--- src/rtl/vedm_industries_converter_top_if.sv ---
// Tile pin bundle for the converter controller: enable, ADC sample,
// the unused bidirectional bank and the output byte.
// The master side belongs to whatever drives the tile pins; the slave
// side is the controller itself.
interface vedm_industries_converter_top_if;
  logic       ena;
  logic [7:0] ui_in;
  logic [7:0] uio_in;
  logic [7:0] uo_out;
  logic [7:0] uio_out;
  logic [7:0] uio_oe;

  modport master (
    output ena,
    output ui_in,
    output uio_in,
    input  uo_out,
    input  uio_out,
    input  uio_oe
  );

  modport slave (
    input  ena,
    input  ui_in,
    input  uio_in,
    output uo_out,
    output uio_out,
    output uio_oe
  );
endinterface

--- src/rtl/vedm_industries_converter_top.sv ---
// Renewable-energy converter controller.
// Averages a 4-sample window of the source-voltage ADC code, raises
// registered under/over-voltage flags, and trims the duty of a 256-step PWM
// once per period with a saturating integral step toward SETPOINT.
// uo_out = {telemetry[3:0], run, ov, uv, pwm}; the uio bank is unused.
// Optional feature macro: ENERGY_ACC_EN adds a 16-bit saturating energy
// accumulator (sum of avg over pwm-high clocks) and routes its top nibble
// to the telemetry field instead of avg[7:4].
module vedm_industries_converter_top #(
  parameter logic [7:0] SETPOINT  = 8'd100,
  parameter logic [7:0] UV_THRESH = 8'd60,
  parameter logic [7:0] OV_THRESH = 8'd200,
  parameter logic [7:0] DUTY_INIT = 8'd128,
  parameter logic [7:0] DUTY_MAX  = 8'd240,
  parameter logic [7:0] STEP      = 8'd4
) (
  input  logic                               clk,
  input  logic                               rst_n,
  vedm_industries_converter_top_if.slave     bus
);

  // The live sample is the newest window tap, so only three history taps
  // are stored; avg then lags the input by exactly one clock.
  logic [7:0] tap0_q, tap1_q, tap2_q;
  logic [9:0] win_sum;
  logic [7:0] avg_d, avg_q;
  logic [1:0] avg_frac_unused;

  logic       uv_d, uv_q;
  logic       ov_d, ov_q;
  logic       run_d, run_q;
  logic       pwm_d, pwm_q;
  logic [7:0] cnt_d, cnt_q;
  logic [7:0] duty_d, duty_q;
  logic [8:0] duty_up;
  logic [3:0] telem;
  logic       unused_uio;

`ifdef ENERGY_ACC_EN
  logic [15:0] acc_d, acc_q;
  logic [16:0] acc_sum;
`endif

  // Window sum is 10 bits wide; dropping the two LSBs truncates the mean.
  always_comb begin
    win_sum = {2'b00, bus.ui_in} + {2'b00, tap0_q}
            + {2'b00, tap1_q}    + {2'b00, tap2_q};
    {avg_d, avg_frac_unused} = win_sum;
  end

  // Fault flags and PWM compare all look at the current registered state.
  always_comb begin
    uv_d  = (avg_q < UV_THRESH);
    ov_d  = (avg_q > OV_THRESH);
    run_d = bus.ena & rst_n;
    pwm_d = run_q & ~uv_q & ~ov_q & (cnt_q < duty_q);
    cnt_d = cnt_q + 8'd1;
  end

  // Integral duty step on the last count of the period; the new value is
  // first compared against cnt == 0 of the following period. Faults do not
  // suspend the loop, they only gate the PWM output.
  always_comb begin
    duty_up = {1'b0, duty_q} + {1'b0, STEP};
    duty_d  = duty_q;
    if (cnt_q == 8'hFF) begin
      if (avg_q > SETPOINT) begin
        duty_d = (duty_q > STEP) ? (duty_q - STEP) : 8'd0;
      end else if (avg_q < SETPOINT) begin
        duty_d = (duty_up > {1'b0, DUTY_MAX}) ? DUTY_MAX : duty_up[7:0];
      end
    end
  end

`ifdef ENERGY_ACC_EN
  // Energy estimate: add the averaged source level on every pwm-high clock,
  // pinning at full scale instead of wrapping.
  always_comb begin
    acc_sum = {1'b0, acc_q} + {9'd0, avg_q};
    acc_d   = acc_q;
    if (pwm_q) begin
      acc_d = acc_sum[16] ? 16'hFFFF : acc_sum[15:0];
    end
  end
`endif

  // All state: synchronous active-low reset, otherwise frozen while ena is low.
  always_ff @(posedge clk) begin
    if (!rst_n) begin
      tap0_q <= 8'd0;
      tap1_q <= 8'd0;
      tap2_q <= 8'd0;
      avg_q  <= 8'd0;
      uv_q   <= 1'b0;
      ov_q   <= 1'b0;
      run_q  <= 1'b0;
      pwm_q  <= 1'b0;
      cnt_q  <= 8'd0;
      duty_q <= DUTY_INIT;
`ifdef ENERGY_ACC_EN
      acc_q  <= 16'd0;
`endif
    end else if (bus.ena) begin
      tap0_q <= bus.ui_in;
      tap1_q <= tap0_q;
      tap2_q <= tap1_q;
      avg_q  <= avg_d;
      uv_q   <= uv_d;
      ov_q   <= ov_d;
      run_q  <= run_d;
      pwm_q  <= pwm_d;
      cnt_q  <= cnt_d;
      duty_q <= duty_d;
`ifdef ENERGY_ACC_EN
      acc_q  <= acc_d;
`endif
    end
  end

`ifdef ENERGY_ACC_EN
  assign telem = acc_q[15:12];
`else
  assign telem = avg_q[7:4];
`endif

  // pwm and run drop immediately with ena; flags and telemetry keep their
  // last registered values.
  assign bus.uo_out  = {telem, run_q & bus.ena, ov_q, uv_q, pwm_q & bus.ena};
  assign bus.uio_out = 8'h00;
  assign bus.uio_oe  = 8'h00;

  assign unused_uio = ^bus.uio_in;

endmodule

--- src/flat_wrapper.sv ---
// flat-port wrapper written by rule: the top's interface ports become plain ports
module vedm_industries_converter_top_flat 
#(
  parameter logic [7:0] SETPOINT  = 8'd100,
  parameter logic [7:0] UV_THRESH = 8'd60,
  parameter logic [7:0] OV_THRESH = 8'd200,
  parameter logic [7:0] DUTY_INIT = 8'd128,
  parameter logic [7:0] DUTY_MAX  = 8'd240,
  parameter logic [7:0] STEP      = 8'd4
)
  (clk, rst_n, bus_ena, bus_ui_in, bus_uio_in, bus_uo_out, bus_uio_out, bus_uio_oe);
  vedm_industries_converter_top_if bus_i ();
  input  logic clk;
  input  logic rst_n;
  input wire logic [$bits(bus_i.ena)-1:0] bus_ena;
  input wire logic [$bits(bus_i.ui_in)-1:0] bus_ui_in;
  input wire logic [$bits(bus_i.uio_in)-1:0] bus_uio_in;
  output wire logic [$bits(bus_i.uo_out)-1:0] bus_uo_out;
  output wire logic [$bits(bus_i.uio_out)-1:0] bus_uio_out;
  output wire logic [$bits(bus_i.uio_oe)-1:0] bus_uio_oe;
  assign bus_i.ena = bus_ena;
  assign bus_i.ui_in = bus_ui_in;
  assign bus_i.uio_in = bus_uio_in;
  assign bus_uo_out = bus_i.uo_out;
  assign bus_uio_out = bus_i.uio_out;
  assign bus_uio_oe = bus_i.uio_oe;
  vedm_industries_converter_top #(.SETPOINT(SETPOINT), .UV_THRESH(UV_THRESH), .OV_THRESH(OV_THRESH), .DUTY_INIT(DUTY_INIT), .DUTY_MAX(DUTY_MAX), .STEP(STEP)) u_core (.clk(clk), .rst_n(rst_n), .bus(bus_i));
endmodule
--- config.mk ---
export PLATFORM = sky130hd
export DESIGN_NAME = vedm_industries_converter_top_flat
export DESIGN_NICKNAME = d
export VERILOG_FILES = /design/src/rtl/vedm_industries_converter_top_if.sv /design/src/rtl/vedm_industries_converter_top.sv /design/src/flat_wrapper.sv
export SDC_FILE = /design/constraint.sdc
export NUM_CORES = 1
export LEC_CHECK = 0
export ABC_AREA = 1
export CAP_MARGIN = 30
export CORE_MARGIN = 1
export CORE_UTILIZATION = 40
export CTS_BUF_LIST = sky130_fd_sc_hd__clkbuf_4
export DETAILED_ROUTE_END_ITERATION = 12
export PLACE_DENSITY = 0.62
export SETUP_SLACK_MARGIN = 0.5
export SYNTH_ARGS = -nofsm -noshare
export SYNTH_HDL_FRONTEND = slang
export SYNTH_SLANG_ARGS = --single-unit
--- constraint.sdc ---
create_clock -name clk -period 3.7 [get_ports clk]
set_clock_uncertainty 0.1 [all_clocks]
set_input_delay 0.74 -clock clk [delete_from_list [all_inputs] [get_ports clk]]
set_output_delay 0.74 -clock clk [all_outputs]
set_load 0.02 [all_outputs]
* Word level (Yosys, flattened, before mapping)
Cells that the tools add are included.
Word-level totals: register bits after elaboration 52, input port bits 19, output and inout bits 24, word-level logic and storage cells 38
Operators by class: add/subtract/negate cells 6, order comparisons 7, eq/ne operators 1, muxes and demuxes 4, bitwise gates (word level) 8, reduce and logical (&&, ||, !) cells 2
Operator list (number):
- two-way mux 8 bit | 4
- adder 10 x 8 -> 10 bit | 2
- adder 8 x 3 -> 9 bit, second input constant | 1
- adder 8 x 8 -> 9 bit | 1
- > comparator 9 x 8 -> 1 bit, second input constant | 1
- adder 8 x 1 -> 8 bit, second input constant | 1
- == test 8 bit, second input constant | 1
- > comparator 8 x 3 -> 1 bit, second input constant | 1
- > comparator 8 x 7 -> 1 bit, second input constant | 1
- > comparator 8 bit, second input constant | 1
- less-than comparator 8 x 6 -> 1 bit, second input constant | 1
- less-than comparator 8 x 7 -> 1 bit, second input constant | 1
- less-than comparator 8 bit | 1
- subtractor 8 x 3 -> 8 bit, second input constant | 1
- bitwise AND 1 bit | 6
- AND reduction 3 bit | 1
- NOT 1 bit | 2
- nonzero test 2 bit | 1

* Logic depth before layout (Yosys ltp)
depth in word-level cells 5, mapped depth 19

* Worst setup path after synthesis
OpenSTA, ideal clock, no wires.
path kind in2reg, start point in bus_ui_in[0], end point reg u_core.avg_q[5], setup time 109 ps, arrival time 3346 ps, setup slack 145 ps, cell stages on the path 19, buffers on the path 0, path through ha_1 > inv_1 > fa_1 > o21ai_0 > nand2_1 > nand2_1 > a21oi_1 > xor2_1 > fa_1 > inv_1 > ha_1 > nand2_1 > inv_1 > o21ai_0 > nand3_1 > xnor2_1 > nand2_1 > nand2_1 > inv_1
Between the ends: cells in the longest elaborated chain, start to end 3
RTL lines:
- start, declared | RTL line flat_wrapper.sv:16 | input wire logic [$bits(bus_i.ui_in)-1:0] bus_ui_in;
- adder 8 x 8 -> 9 bit | RTL line vedm_industries_converter_top.sv:46 | win_sum = {2'b00, bus.ui_in} + {2'b00, tap0_q}
- adder 10 x 8 -> 10 bit (2 in a row) | RTL line vedm_industries_converter_top.sv:47 | + {2'b00, tap1_q} + {2'b00, tap2_q};
- end signal, assigned | RTL line vedm_industries_converter_top.sv:107 | avg_q <= avg_d;
- end, declared | RTL line vedm_industries_converter_top.sv:26 | logic [7:0] avg_d, avg_q;
No other way between the ends. A chain may end at the register's enable or synchronous reset.

* Final worst setup path
start point in bus_ui_in[2], end point reg u_core.avg_q[5]
Same word-level chain as after synthesis.

==> qor.yml <==
placed_area_um2: 3850
drive_gt1_frac: 0.151
final_core_util: 0.467
vdd_drop_max_mv: 0.147
overflow: 0
rrSetupSlack_ns: 0.70
hpwlAfterDp_mm: 5.29
die_y_um: 96.3
reg2reg_depth: 19
clkTransAtPathRegs_ns: 0.15
setup_viol: 0
portBuffers: 18
criticalPathCategory: "in2reg"
layout.cells.most_common: "nand2_1"
syn_area_um2: 3550
grt_usage: 0.168
dr.first_iter.drc_count: 73
relSlewSlack: 0.345
n_antenna_cell: 0
ys_warn_count: 0
min_path_type: "reg2reg"
hold_violations: 0
clock_sinks: 50
synth-seq-area-share: 0.282
drc: 0
ys_ff_latch: 50
ant_nets: 0
fin_nets: 583
placementRows: 34
power.leakage_nw: 1.91
crit_start: "bus_ui_in[2]"
max_slew.worst_pin.slew_ns: 0.982
worst_slack_ns: 0.617
status: "finished clean"
synth_top_cell_by_area: "dfxtp_1"
htree_levels: 2
dp_slack_ns: -0.303
start_util: 0.409
reg2reg_from: "u_core.tap0_q[0]"
dieArea_um2: 9260
required_ns: 3.88
finalWirelength_mm: 7.21
cts_tree: "built"
clock_latency_ns: 0.36
cp-end-kind: "register"
syn-mean-instance-area_um2: 6.98
viasPerCell: 4.76
wire_per_inst_um: 11.3
cp.arrival_ns: 3.27
powerDensity_nw_per_um2: 350
num_vias: 3035
synthTopCellsByArea: "dfxtp_1 (28%), ha_1 (9.5%), nand2_1 (8.1%), inv_1 (8.0%), a21oi_1 (6.9%)"
cts_hold_buffers: 0
cp_max_fo: 4
startpoint_type: "input port"
min_period_over_period: 0.833
grt_pass1_vias: 2812
fmax_mhz: 324
crit_path_end: "u_core.avg_q[5]"
grt_max_degree: 48
ctsLongestPathBuffers: 2
maxSlewViolCount: 0
fin_crit_ns: 3.08
grt_antenna_before_repair: 0
finalInstanceArea_um2: 4060
fp.coreArea_um2: 8680
final_cell_mix: "nand2_1 (75), inv_1 (71), nor2_1 (61)"
fp.dieW_um: 96.3
grt_pass1_wl_mm: 12.4
area_growth_syn_to_layout_pct: 14.1
dr.pass1.iters: 4
root_buffer: "clkbuf_4"
ios: 43
postCtsSetupRepairBufs: 0
rsz0062_at_grt: "false"
netlist-cell-type-count: 35
synth_cells: 509
numCtsBuffers: 5
netlist.area_leader.share: 0.282
rr_endpoint: "u_core.avg_q[5]"
maxCapViolations: 0
gp_routability_congestion: 0.866
[logic make-up after synthesis]
family	Yosys count	share of synthesized area
buf+inv	119	0.155
flops	50	0.282
fa+ha+maj	36	0.146
other cells	1	0.00106
xor+xnor	14	0.0345
compound gates	105	0.154
simple gates	184	0.228
[synth_stat cells (all sizes together)]
| cell type | number |
|---|---|
| a21oi | 51 |
| a31oi | 1 |
| buf | 27 |
| clkbuf | 10 |
| clkinv | 2 |
| conb | 1 |
| dfxtp | 50 |
| fa | 9 |
| ha | 27 |
| inv | 80 |
| nand2 | 82 |
| nand3 | 25 |
| nand4 | 8 |
| nor2 | 64 |
| nor3 | 4 |
| nor3b | 1 |
| o211ai | 3 |
| o21a | 2 |
| o21ai | 48 |
| xnor2 | 3 |
| xor2 | 11 |
[through the flow]
stage	std cells	hold WS (ns)	setup TNS, ns	total power, mW
after global placement	629	0.359	-1.08	1.11
after CTS	637	0.387	0	1.40
final	637	0.382	0	1.42
after detailed placement	629	0.367	-1.53	1.12
after floorplan	524	0.344	0	0.990
after global routing	637	0.422	0	1.53
[flip-flops by register name (all words and copies together), names as in the netlist]
name / cells
u_core.duty_q: 6
u_core.tap1_q: 8
u_core.ov_q: 1
u_core.run_q: 1
u_core.pwm_q: 1
u_core.avg_q: 8
u_core.tap0_q: 8
u_core.tap2_q: 8
u_core.uv_q: 1
u_core.cnt_q: 8
[repair_timing]
action / CTS / global route
endpoints found under the hold margin: 0 / 0
gates resized for setup: 25 / 22
pin swaps: 11 / 20
endpoints found under the setup margin: 8 / 6
[area by class of cell]
type                    instances  area (um2)
inverters                      82         308
clock inverters                 3        16.3
clock buffers                   5        37.5
repair buffers                 34         290
fillers                       874        4620
multi-input cells             355        2270
well taps                     108         135
flip-flops and latches         50        1000
[how the worst min path moves through the flow]
| stage | from | end | slack, ns | cells after the start |
|---|---|---|---|---|
| 6_report | u_core.run_q | u_core.run_q | 0.38 | 2 |
| 2_1_floorplan | u_core.pwm_q | u_core.pwm_q | 0.34 | 2 |
| 5_1_grt | u_core.run_q | u_core.run_q | 0.42 | 2 |
| 4_1_cts | u_core.run_q | u_core.run_q | 0.39 | 2 |
| 3_3_place_gp | u_core.avg_q[0] | u_core.avg_q[0] | 0.36 | 2 |
| 3_5_place_dp | u_core.run_q | u_core.run_q | 0.37 | 2 |
[layer usage]
layer  up-vias  part of all wire  track usage
met1      1356              0.51        0.227
met5         -                 0            0
met4         0             0.010       0.0323
met3         6             0.025       0.0245
li1       1625                 -            -
met2        48              0.45        0.285
[report_power, final]
group / internal (mW) / leakage [nW] / switching [mW] / total, mW
sequential: 0.576 / 0.412 / 0.0298 / 0.606
clock: 0.0712 / 0.0286 / 0.179 / 0.251
combinational: 0.253 / 1.47 / 0.308 / 0.561
total: 0.900 / 1.91 / 0.517 / 1.42
[worst max-delay path, stage by stage]
cell and delay (ns):
clkbuf_2 0.11, ha_4 0.26, a21oi_2 0.14, nand2_2 0.08
nand2_1 0.06, nand2_1 0.06, a21oi_2 0.19, xor2_2 0.11
fa_1 0.55, inv_2 0.05, ha_4 0.29, nand2_1 0.07
inv_2 0.06, nand4_1 0.11, nand3_2 0.11, xnor2_1 0.11
nand2_1 0.06, nand2_1 0.07, inv_1 0.03
Power figures use the tool's default switching activity.
